**src/rtl/pmem_loader.sv**
```systemverilog
// Program-memory loader: receives a counted frame of 12-bit instruction words
// as byte pairs over a valid/ready stream, writes them out, and verifies a trailing checksum.
module pmem_loader #(
  parameter int PROG_DEPTH = 10
) (
  input  logic        clk,
  input  logic        rst,
  input  logic        start,
  input  logic        in_valid,
  output logic        in_ready,
  input  logic [7:0]  in_data,
  output logic        pmem_le,
  output logic [7:0]  pmem_la,
  output logic [11:0] pmem_li,
  output logic        load_done,
  output logic        load_err,
  output logic        busy
);

  typedef enum logic [2:0] {
    S_IDLE, S_COUNT, S_LO, S_HI, S_WRITE, S_CSUM, S_DONE, S_ERR
  } state_t;

  state_t      state, state_nx;
  logic [7:0]  csum;
  logic [7:0]  lo_byte;
  logic [8:0]  cnt;
  logic [8:0]  n_words;
  logic        take;
  logic [8:0]  cnt_inc;

  assign take    = in_valid & in_ready;
  assign cnt_inc = cnt + 9'd1;

  always_comb begin
    state_nx  = state;
    in_ready  = 1'b0;
    busy      = 1'b0;
    pmem_le   = 1'b0;
    load_done = (state == S_DONE);
    load_err  = (state == S_ERR);
    case (state)
      S_IDLE, S_DONE, S_ERR: begin
        if (start) state_nx = S_COUNT;
      end
      S_COUNT: begin
        in_ready = 1'b1;
        busy     = 1'b1;
        if (take) begin
          if (in_data == 8'd0 || int'(in_data) > PROG_DEPTH) state_nx = S_ERR;
          else                                                  state_nx = S_LO;
        end
      end
      S_LO: begin
        in_ready = 1'b1;
        busy     = 1'b1;
        if (take) state_nx = S_HI;
      end
      S_HI: begin
        in_ready = 1'b1;
        busy     = 1'b1;
        if (take) begin
          if (in_data[7:4] != 4'd0) state_nx = S_ERR;
          else                      state_nx = S_WRITE;
        end
      end
      S_WRITE: begin
        busy    = 1'b1;
        pmem_le = 1'b1;
        if (cnt_inc == n_words) state_nx = S_CSUM;
        else                    state_nx = S_LO;
      end
      S_CSUM: begin
        in_ready = 1'b1;
        busy     = 1'b1;
        if (take) begin
          if (in_data == csum) state_nx = S_DONE;
          else                 state_nx = S_ERR;
        end
      end
      default: state_nx = S_IDLE;
    endcase
  end

  // Load address/word are latched on the high byte so they stay at the last write afterwards.
  always_ff @(posedge clk) begin
    if (rst) begin
      state   <= S_IDLE;
      csum    <= 8'd0;
      cnt     <= 9'd0;
      n_words <= 9'd0;
      lo_byte <= 8'd0;
      pmem_la <= 8'd0;
      pmem_li <= 12'd0;
    end else begin
      state <= state_nx;
      case (state)
        S_IDLE, S_DONE, S_ERR: begin
          if (start) begin
            csum <= 8'd0;
            cnt  <= 9'd0;
          end
        end
        S_COUNT: begin
          if (take) begin
            n_words <= {1'b0, in_data};
            csum    <= csum + in_data;
          end
        end
        S_LO: begin
          if (take) begin
            lo_byte <= in_data;
            csum    <= csum + in_data;
          end
        end
        S_HI: begin
          if (take && in_data[7:4] == 4'd0) begin
            csum    <= csum + in_data;
            pmem_la <= cnt[7:0];
            pmem_li <= {in_data[3:0], lo_byte};
          end
        end
        S_WRITE: cnt <= cnt_inc;
        default: ;
      endcase
    end
  end

endmodule
```
**config.mk**
```make
export PLATFORM = sky130hd
export DESIGN_NAME = pmem_loader
export DESIGN_NICKNAME = d
export VERILOG_FILES = /design/src/rtl/pmem_loader.sv
export SDC_FILE = /design/constraint.sdc
export NUM_CORES = 1
export LEC_CHECK = 0
export CORE_MARGIN = 8
export CORE_UTILIZATION = 40
export CTS_BUF_LIST = sky130_fd_sc_hd__clkbuf_16
export DETAILED_ROUTE_END_ITERATION = 12
export PLACE_DENSITY_LB_ADDON = 0.08
export SETUP_SLACK_MARGIN = 0.3
export SLEW_MARGIN = 10
export SYNTH_ARGS = -nofsm -noshare
export SYNTH_HDL_FRONTEND = slang
export SYNTH_SLANG_ARGS = --single-unit
```
**constraint.sdc**
```tcl
create_clock -name clk -period 2.5 [get_ports clk]
set_input_delay 0.5 -clock clk [delete_from_list [all_inputs] [get_ports clk]]
set_output_delay 0.5 -clock clk [all_outputs]
set_load 0.05 [all_outputs]
```
# Yosys cells after proc, flatten, opt, wreduce, memory -nomap -nowiden
# Index checks and enable logic that the tools add are counted.
# W data, S select, Z words.
# word_totals
ff_bits	56
latchBits	0
ram_bits	0
romBits	0
output_inout_bits	25
word_cells	64
mem_count	0
# classes
n_addsub	2
multipliers	0
div	0
order_cmp	1
eq_ne	16
shift	0
mux	19
bitwise	1
n_reduce_logical	18
# op_table
operator	count
$mux W8	3
$pmux W8 S3	1
$mux W3	7
$pmux W3 S6	1
$pmux W9 S2	1
$eq A3 B3 Y1 const B	4
$ne A2 B2 Y1 const B	6
$add A9 B1 Y9 const B	1
$eq A9 B8 Y1	1
$mux W9	1
$add A8 B8 Y8	1
$eq A8 B8 Y1	1
$gt A8 B4 Y1 const B	1
$logic_not A8 Y1	1
$reduce_and A2 Y1	4
$eq A3 B2 Y1 const B	2
$reduce_and A5 Y1	1
$reduce_or A5 Y1	1
$logic_not A4 Y1	1
$mux W1	4
$reduce_and A4 Y1	1
$reduce_bool A4 Y1	1
$reduce_or A4 Y1	1
$eq A3 B1 Y1 const B	1
10 further kinds	10

# Longest topological paths before layout
# Gate-level depths: netlist of the first run.
# depth
ltp_word	7
depth_mapped	9
ltp_nobuf	8

# Worst setup path before layout of the first run
# Ideal clock, no wire load.
# synth_path
path_type	register to output
startpoint	register state[0]
endpoint	output port in_ready
arrival_ns	1.848
t_required_ns	2.000
setup_slack_ns	0.152
path_stages_with_launch	4
n_path_buf	1
path_cell_list	dfxtp_1 > clkbuf_1 > inv_1 > o21ai_0
# synth_between
elab_chain_cells	3
elab_cells_between_ends	6
cone_classes	eq/ne: 4; mux: 1; reduce/logical: 1
# synth_rtl
item	line	source
start, declared	24	state_t state, state_nx;
start signal, assigned	96	state <= state_nx;
$eq A3 B2 Y1 (tied with other cells)	42	case (state)
$reduce_or A4 Y1 (no line) *	-	
$mux W1 *	42	
end, declared	10	output logic in_ready,
# Every way passes the cells marked *; elsewhere a longest branch is shown, timed or not.

# Worst setup path in the final report of the first run
# layout_path
startpoint	input port in_data[2]
endpoint	register csum[7]
# layout_between
elab_chain_cells	3
elab_cells_between_ends	4
cone_classes	add/sub: 1; mux: 3
# layout_rtl
item	line	source
start, declared	11	input logic [7:0] in_data,
$add A8 B8 Y8 *	107, 113, 118	
$mux W8, on equally long branches	117, 105, 111	
$pmux W8 S3 *	97	case (state)
end signal, assigned	107	csum <= csum + in_data;
end signal, assigned	113	csum <= csum + in_data;
end signal, assigned	118	csum <= csum + in_data;
end, declared	25	logic [7:0] csum;
# Every way passes the cells marked *; elsewhere a longest branch is shown, timed or not. The select of a mux whose other input is x is not followed.
# A chain may end at the register's enable or synchronous reset.

==> results of run 1 <==
-- cells in the mapped netlist, types with 4 or more instances --
library cell | number | area (µm²)
dfxtp_1 | 56 | 1121
nor2_1 | 48 | 180.2
nand2_1 | 30 | 112.6
mux2i_1 | 28 | 280.3
a21oi_1 | 25 | 125.1
o21ai_0 | 17 | 85.08
ha_1 | 11 | 137.6
inv_1 | 10 | 37.54
clkbuf_1 | 9 | 33.78
nand3_1 | 9 | 45.04
nor2b_1 | 6 | 37.54
or3_1 | 6 | 37.54
and3_1 | 5 | 31.28
xnor2_1 | 5 | 43.79
xor2_1 | 5 | 43.79
a31oi_1 | 4 | 25.02
buf_2 | 4 | 20.02
nor3_1 | 4 | 20.02
-- cell type report --
class | instances | area (µm²)
fillers | 740 | 3689
inverters | 11 | 41.29
repair buffers | 65 | 575.6
multi-input cells | 271 | 1903
clock buffers | 5 | 125.1
clock inverters | 3 | 23.77
well taps | 102 | 127.6
flip-flops and latches | 56 | 1122
-- flip-flops by register name, indices dropped and copies added, names as in the netlist --
signal	count
pmem_li	12
cnt	9
csum	8
lo_byte	8
n_words	8
pmem_la	8
state	3
-- critical path, delay by kind of cell --
family	cells	cell delay, ns
adder cells (fa/ha/maj)	1	0.25
AND/OR/NAND/NOR	3	0.79
AO/OA/AOI/OAI	2	0.26
buffers and inverters	1	0.58
-- cells by family (layout without fill, tap and decap cells) --
logic type | Yosys count | after routing
adders and majority gates | 12 | 12
AOI/OAI and AO/OA | 81 | 81
muxes | 28 | 28
buffers and inverters | 29 | 84
DFF | 56 | 56
and+or+nand+nor | 140 | 140
xor gates and xnor gates | 10 | 10
-- worst paths after layout --
kind / slack (ns) / end / startpoint / cells past startpoint
setup / recovery: 0.35 / csum[7] / in_data[2] / 7
hold reg to reg: 0.47 / csum[5] / csum[5] / 2
hold / removal: 0.47 / csum[5] / csum[5] / 2
setup reg to reg: 0.44 / csum[7] / state[2] / 6
-- metrics by stage --
step / area, µm² / hold slack, ns / setup TNS, ns / cells
finish: 3919 / 0.4664 / 0 / 513
global route: 3919 / 0.4907 / 0 / 513
CTS: 3847 / 0.4707 / 0 / 512
detailed placement: 3699 / 0.4603 / -0.2585 / 504
global placement: 3699 / 0.4557 / -0.1536 / 504
floorplan: 3097 / 0.4356 / 0 / 356
-- metal layers --
layer,GRT usage [%],share of wire (%),vias up
li1,-,-,1389
met2,26.08,51,38
met1,17.68,46,1288
met4,3.413,0.71,0
met3,3.594,2.3,4
met5,0,0,-
-- power by group through the flow --
stage / logic, mW / clock network [mW] / registers [mW]
3_5_place_dp: 1.00 / 0 / 1.07
3_3_place_gp: 0.992 / 0 / 1.07
6_report: 1.04 / 0.703 / 1.05
5_1_grt: 1.15 / 0.757 / 1.07
2_1_floorplan: 0.713 / 0 / 1.03
4_1_cts: 1.01 / 0.727 / 1.05
-- what timing repair did --
item / CTS / global route
setup endpoints to repair: 2 / 7
setup buffers: 0 / 1
gates resized for setup: 3 / 12
pin swaps: 1 / 5
==> reports/results.ini, run 1 <==
[run_status]
status = completed

[synthesis]
yosys.area_share.adder_pct = 5.091
synth-simple-area-share_pct = 24.08
yosys_warnings = 0
seq_area_frac_synth_pct = 36.20
synth_cell_type_count = 69
synth-xor-area-share_pct = 2.828
synth_area_mm2 = 0.003097
synth.area.mux_share_pct = 9.051
synth-edff-count = 0
synth-main-ff-cell = dfxtp_1
async_flop_share_pct = 0
postSynthCellCount = 356
ys_ff_latch = 56
synth_top_family_by_area = simple AND/OR/NAND/NOR gates
synth-compound-area-share_pct = 18.46
avgSynthCellArea_um2 = 8.699
synth_fp_nets = 380

[route]
routed-via-count = 2719
remaining_drc_errors = 0
drt_pass1_iterations = 4
drt-initial-drc-count = 117
routed_wl_um = 8064
final_antenna_net_count = 0
vias_per_cell = 5.300
wire_per_inst_um = 15.72

[worst_setup_path]
slowest_delay_ns = 0.58
crit_arrival_ns = 2.38
cp-start-kind = input pin
critPathKind = input pin to flip-flop
crit_chain = clkdlybuf4s50_1 > ha_4 > nand3_1 > o2111ai_1 > and3_1 > or4_1 > a31oi_1
worst_path_max_delay_cell = clkdlybuf4s50_1
crit_fanout = 4
end_kind = flip-flop
cp.required_ns = 2.72

[clock_tree]
cts_buffer_depth = 2
worstSkewPairLatency_ns = 0.29
cts_tree = built
cts_made_buffers = 5
h-tree-depth = 2
root_buffer = clkbuf_16
cts_sinks = 56
hold_buffers = 0
cts.clk_slew.worst_paths_ns = 0.08

[power_and_ir_drop]
combinationalPowerShare_pct = 37.1
switching_share_pct = 35.67
p_seq_share_pct = 37.7
clkPwrFrac_pct = 25.2
peakVddDrop_uv = 399.9
p_int_mw = 1.799
power_mw = 2.796
p_sw_mw = 0.9974
power_density_mw_per_mm2 = 713.5
leakage_nw = 1.646

[sta]
post-route-period-util_pct = 86.14
finalWorstSetupSlack_ns = 0.3465
hold_viol = 0
timing.fmax_ghz = 0.4644
rsz0062_at_grt = true
finalCriticalPeriod_ns = 2.153
setup_viol = 0
relSlewSlack_pct = 58.73
drv_slew = 0
worst_pin_slew_ns = 0.6135
fin_worst_skew_ns = 0.004974

[final_layout]
layout_commonest_cell = dfxtp_1
syn_to_final_growth_pct = 26.55
diodes = 0
finalNetCount = 434
final_cell_mix = dfxtp_1 (55), nor2_1 (48), buf_4 (33)
drive_gt1_share_pct = 17.52
post-route-util_pct = 51.51

[die]
die_h_um = 104.0
row_count = 32
ioPinCount = 37
fp.dieArea_mm2 = 0.01081
dieWidth_um = 104.0
start_util_pct = 40.71
core_mm2 = 0.007607

[global_route]
grt_pass1_wl_um = 13440
antenna_found_initial = 0
grt_pass1_vias = 2663
grt_max_degree = 44
globalRouteOverflowTotal = 0
grt.total_usage_pct = 14.83

[job]
cap_violations = 0

[placement]
gp_congestion = 0.8522
port_buffers = 36
post-dp-hpwl_um = 5931
pre_cts_ws_ns = -0.1398

[min_path]
hp-class = flip-flop to flip-flop

Note: power is estimated with default switching activity, not from simulation.
==> inputs of run 2 (changes only) <==
--- a/config.mk
+++ b/config.mk
@@ -6,7 +6,7 @@
 export NUM_CORES = 1
 export LEC_CHECK = 0
 export CORE_MARGIN = 8
-export CORE_UTILIZATION = 40
+export CORE_UTILIZATION = 55
 export CTS_BUF_LIST = sky130_fd_sc_hd__clkbuf_16
 export DETAILED_ROUTE_END_ITERATION = 12
 export PLACE_DENSITY_LB_ADDON = 0.08
==> reports/results.ini, run 2 (synthesized netlist as in run 1, its figures left out) <==
[final_layout]
drive_gt1_share_pct = 18.34  ; +0.82 points
largest_registers = pmem_li (12), cnt (9)
finalNetCount = 432  ; -0.46%
finalNonFillerCells = 481  ; -6.2%
largest_reg_flops = 12  ; unchanged
syn_to_final_growth_pct = 27.92
final_cell_mix = dfxtp_1 (55), nor2_1 (47), buf_4 (31)
post-route-util_pct = 72.38  ; +21 points
largest_register = pmem_li
diodes = 0  ; unchanged
layout_commonest_cell = dfxtp_1

[clock_tree]
cts_sinks = 56  ; unchanged
cts.clk_slew.worst_paths_ns = 0.07  ; about the same
h-tree-depth = 2  ; unchanged
hold_buffers = 0  ; unchanged
worstSkewPairLatency_ns = 0.29  ; about the same
cts_buffer_depth = 2  ; unchanged
root_buffer = clkbuf_16
cts_made_buffers = 5  ; unchanged
cts_tree = built
post_cts_buffers = 0  ; unchanged

[route]
drt_pass1_iterations = 5  ; +1
drt-initial-drc-count = 171  ; +46%
remaining_drc_errors = 0  ; unchanged
wire_per_inst_um = 16.78  ; +6.8%
routed_wl_um = 8073  ; +0.11%
vias_per_cell = 5.773  ; +8.9%
final_antenna_net_count = 0  ; unchanged
routed-via-count = 2777  ; +2.1%

[worst_setup_path]
worstReg2RegStart = cnt[0]
crit_arrival_ns = 2.35  ; -0.03 ns
crit_path_start = in_data[2]
end_kind = flip-flop
r2r-end = state[0]
critical_path_buf_inv_count = 1  ; unchanged
critPathTopFamily = simple AND/OR/NAND/NOR gates
cp.required_ns = 2.72  ; about the same
crit_chain = clkdlybuf4s50_1 > ha_4 > nand3_1 > o2111ai_2 > and3_1 > or4_1 > a31oi_1
slowest_delay_ns = 0.54  ; -0.04 ns
cp-start-kind = input pin
crit_fanout = 5  ; +1
worst-path-stages = 7  ; unchanged
worst-r2r-setup-slack_ns = 0.45  ; about the same
worst_path_max_delay_cell = clkdlybuf4s50_1
reg2reg_depth = 6  ; unchanged
critPathCapture = csum[7]
critPathKind = input pin to flip-flop

[die]
row_count = 27  ; -16%
fp.dieArea_mm2 = 0.008287  ; -23%
ioPinCount = 37  ; unchanged
start_util_pct = 56.58  ; +16 points
core_mm2 = 0.005473  ; -28%
dieWidth_um = 91.04  ; -12%
die_h_um = 91.04  ; -12%

[power_and_ir_drop]
combinationalPowerShare_pct = 34.2  ; -2.9 points
p_seq_share_pct = 34.0  ; -3.7 points
p_int_mw = 2.104  ; +17%
power_density_mw_per_mm2 = 787.0  ; +10%
clkPwrFrac_pct = 31.8  ; +6.6 points
switching_share_pct = 32.50  ; -3.2 points
p_sw_mw = 1.013  ; +1.6%
leakage_nw = 1.687  ; +2.4%
peakVddDrop_uv = 474.4  ; +19%

[global_route]
grt_max_degree = 25  ; -43%
grt_pass1_vias = 2745  ; +3.1%
grt_pass1_wl_um = 13380  ; -0.46%
grt.total_usage_pct = 19.15  ; +4.3 points
antenna_found_initial = 0  ; unchanged
globalRouteOverflowTotal = 0  ; unchanged

[min_path]
hold_depth = 2  ; unchanged
hp-class = flip-flop to flip-flop
worstHoldStart = csum[5]

[sta]
rsz0062_at_grt = true
drv_slew = 0  ; unchanged
worst_pin_slew_ns = 0.6676  ; +0.05414 ns
setup_viol = 0  ; unchanged
relSlewSlack_pct = 55.08  ; -3.6 points
hold_viol = 0  ; unchanged
fin_worst_skew_ns = 0.002958  ; -0.002016 ns
timing.fmax_ghz = 0.4683  ; +0.85%
hold_ws_ns = 0.4673  ; +0.0008220 ns
tns_ns = 0  ; unchanged
post-route-period-util_pct = 85.42  ; -0.72 points
finalWorstSetupSlack_ns = 0.3646  ; +0.01810 ns
finalCriticalPeriod_ns = 2.135  ; -0.01811 ns

[placement]
pre_cts_ws_ns = -0.1443  ; -0.004575 ns
gp_congestion = 0.8591  ; +0.81%
post-dp-hpwl_um = 5811  ; -2.0%
placed_cells = 473  ; -6.2%
port_buffers = 36  ; unchanged

[job]
cap_violations = 0  ; unchanged

[run_status]
status = completed

[run 2: cell types whose count changed in the layout (fill, tap and decap cells not counted), sizes merged]
cell           change
dlymetal6s2s       +1
clkinvlp           -2
buf                -2
bufinv             +3
clkdlybuf4s50      -1
clkinv             -1
[run 2: worst min path at each step]
stage | to | slack, ns
floorplan | csum[5] | 0.44
global placement | csum[5] | 0.45
detailed placement | csum[5] | 0.46
CTS | csum[5] | 0.47
global route | n_words[7] | 0.49
finish | csum[5] | 0.47
[run 2: worst reg2reg max path, delay by kind of cell (launching register included)]
| family | cells | cell delay (ns) |
|---|---|---|
| adders and majority gates | 1 | 0.28 |
| and+or+nand+nor | 3 | 1.00 |
| AOI/OAI and AO/OA | 2 | 0.23 |
| DFF | 1 | 0.43 |
[run 2: layer usage]
| layer | routed length [µm] | up-vias | track usage (%) |
|---|---|---|---|
| met4 | 81 | 0 | 3.956 |
| met3 | 413 | 11 | 4.280 |
| li1 | - | 1384 | - |
| met5 | 0 | - | 0 |
| met1 | 3507 | 1299 | 22.98 |
| met2 | 4071 | 83 | 33.98 |
[run 2: final cells by class]
| class | count | area, µm² |
|---|---|---|
| clock buffers | 5 | 125.1 |
| clock inverters | 3 | 90.09 |
| fillers | 417 | 1511 |
| inverters | 11 | 41.29 |
| multi-input cells | 271 | 1929 |
| flip-flops and latches | 56 | 1122 |
| well taps | 72 | 90.09 |
| repair buffers | 63 | 563.0 |
[run 2: through the flow]
step,instance area (µm²),power (mW)
after detailed placement,3654,2.055
after floorplan,3097,1.742
after global placement,3654,2.036
after CTS,3914,3.083
after global routing,3961,3.274
final,3961,3.117
[run 2: what timing repair did]
item | 4_1_cts | 5_1_grt
pin swaps | 6 | 6
setup endpoints to repair | 2 | 8
resized for setup | 9 | 14
[run 2: power groups by stage]
stage	clock (mW)	combinational [mW]	sequential, mW
after floorplan	0	0.713	1.03
after CTS	1.00	1.02	1.06
final	0.992	1.07	1.06
after detailed placement	0	0.983	1.07
after global placement	0	0.968	1.07
after global routing	1.04	1.16	1.07
==> inputs of run 3 (changes only) <==
--- a/config.mk
+++ b/config.mk
@@ -10,6 +10,7 @@
 export CTS_BUF_LIST = sky130_fd_sc_hd__clkbuf_16
 export DETAILED_ROUTE_END_ITERATION = 12
 export PLACE_DENSITY_LB_ADDON = 0.08
+export REMOVE_ABC_BUFFERS = 1
 export SETUP_SLACK_MARGIN = 0.3
 export SLEW_MARGIN = 10
 export SYNTH_ARGS = -nofsm -noshare
==> reports/results.ini, run 3 (synthesized netlist as in run 1, its figures left out) <==
[run_status]
status = completed

[final_layout]
syn_to_final_growth_pct = 25.94
diodes = 0  ; unchanged
drive_gt1_share_pct = 18.09  ; -0.24 points
post-route-util_pct = 71.26  ; -1.1 points
fillerInstances = 458  ; +9.8%
finalNetCount = 432  ; unchanged
layout_commonest_cell = dfxtp_1
largest_registers = pmem_li (12), cnt (9)
design_area_mm2 = 0.003900  ; -1.5%
largest_register = pmem_li
final_cell_mix = dfxtp_1 (54), nor2_1 (48), buf_4 (32)
largest_reg_flops = 12  ; unchanged

[worst_setup_path]
crit_arrival_ns = 2.34  ; about the same
cp-start-kind = input pin
end_kind = flip-flop
critPathKind = input pin to flip-flop
cp.required_ns = 2.72  ; about the same
crit_fanout = 3  ; -2

[route]
routed-via-count = 2771  ; -0.22%
drt-initial-drc-count = 148  ; -13%
wire_per_inst_um = 16.09  ; -4.1%
remaining_drc_errors = 0  ; unchanged
final_antenna_net_count = 0  ; unchanged
vias_per_cell = 5.761  ; -0.22%
routed_wl_um = 7741  ; -4.1%
drt_pass1_iterations = 4  ; -1

[clock_tree]
h-tree-depth = 2  ; unchanged
cts_buffer_depth = 2  ; unchanged
cts_made_buffers = 5  ; unchanged
root_buffer = clkbuf_16
cts_sinks = 56  ; unchanged
cts.clk_slew.worst_paths_ns = 0.07  ; about the same
worstSkewPairLatency_ns = 0.29  ; about the same
cts_tree = built

[die]
core_mm2 = 0.005473  ; unchanged
row_count = 27  ; unchanged
dieWidth_um = 91.04  ; unchanged
start_util_pct = 56.58  ; unchanged
ioPinCount = 37  ; unchanged
die_h_um = 91.04  ; unchanged
fp.dieArea_mm2 = 0.008287  ; unchanged

[sta]
relSlewSlack_pct = 64.05  ; +9.0 points
post-route-period-util_pct = 85.01  ; -0.40 points
hold_viol = 0  ; unchanged
fin_worst_skew_ns = 0.003974  ; +0.001016 ns
rsz0062_at_grt = true
setup_viol = 0  ; unchanged
drv_slew = 0  ; unchanged
worst_pin_slew_ns = 0.5376  ; -0.1300 ns
timing.fmax_ghz = 0.4705  ; +0.47%
finalCriticalPeriod_ns = 2.125  ; -0.01009 ns

[job]
cap_violations = 0  ; unchanged

[min_path]
hp-class = flip-flop to flip-flop

[global_route]
globalRouteOverflowTotal = 0  ; unchanged
antenna_found_initial = 0  ; unchanged
grt_max_degree = 22  ; -12%
grt_pass1_vias = 2741  ; -0.15%
grt.total_usage_pct = 18.65  ; -0.50 points
grt_pass1_wl_um = 13060  ; -2.4%

[placement]
port_buffers = 36  ; unchanged
gp_congestion = 0.9117  ; +6.1%
post-dp-hpwl_um = 5489  ; -5.5%
place_area_mm2 = 0.003641  ; -0.34%

[power_and_ir_drop]
peakVddDrop_uv = 513.8  ; +8.3%
power_density_mw_per_mm2 = 737.6  ; -6.3%
leakage_nw = 1.657  ; -1.7%

==> run 3: power by group <==
part | switching (mW) | total [mW] | internal (mW)
registers | 0.0976 | 1.06 | 0.965
logic | 0.574 | 1.02 | 0.447
clock network | 0.322 | 0.794 | 0.472
==> run 3: metal layers <==
metal  wire length (µm)  global-route usage [%]  part of all wire [%]  vias to the layer above
met4                182                   7.503                   2.4                        0
met5                  0                       0                     0                        -
met2               3803                   31.68                    49                       80
met3                347                   3.951                   4.5                       17
li1                   -                       -                     -                     1381
met1               3408                   22.35                    44                     1293
==> run 3: worst max-delay path, stage by stage <==
cell             delay (ns)
clkdlybuf4s50_1        0.46
ha_1                   0.36
a21o_1                 0.20
and3_1                 0.18
or4_1                  0.50
a31oi_1                0.14
==> run 3: repair_timing <==
action                                  CTS  global route
hold endpoints to repair                  0             0
endpoints found under the setup margin    2            11
pin swaps                                 6             3
hold buffers                              0             0
cloned                                    0             0
gates resized for setup                   5            18
setup buffers                             0             0
==> run 3: layout make-up <==
type	count	area (µm²)	share of cell area (%)
multi-input combinational	271	1928	49.44
sequential	56	1124	28.81
timing repair buffer	63	549.3	14.08
clock buffer	5	125.1	3.208
tap	72	90.09	2.310
clock inverter	3	42.54	1.091
inverter	11	41.29	1.059
==> run 3: final timing paths <==
check | start | to | slack [ns] | cells after the start
worst max register to register | cnt[3] | state[2] | 0.41 | 5
worst max-delay path | in_data[6] | csum[7] | 0.37 | 6
worst min register to register | csum[5] | csum[5] | 0.46 | 2
worst min-delay path | csum[5] | csum[5] | 0.46 | 2
==> run 3: through the flow <==
stage          setup slack (ns)  std cells  hold WS, ns  total power [mW]  setup TNS (ns)
6_report                 0.3747        481       0.4601             2.877               0
2_1_floorplan            0.2256        338       0.4295             1.713               0
3_5_place_dp            -0.1179        473       0.4524             2.035         -0.2080
4_1_cts                  0.2649        481       0.4639             2.830               0
5_1_grt                  0.2885        481       0.5052             3.040               0
3_3_place_gp           -0.04042        473       0.4518             2.019        -0.05024
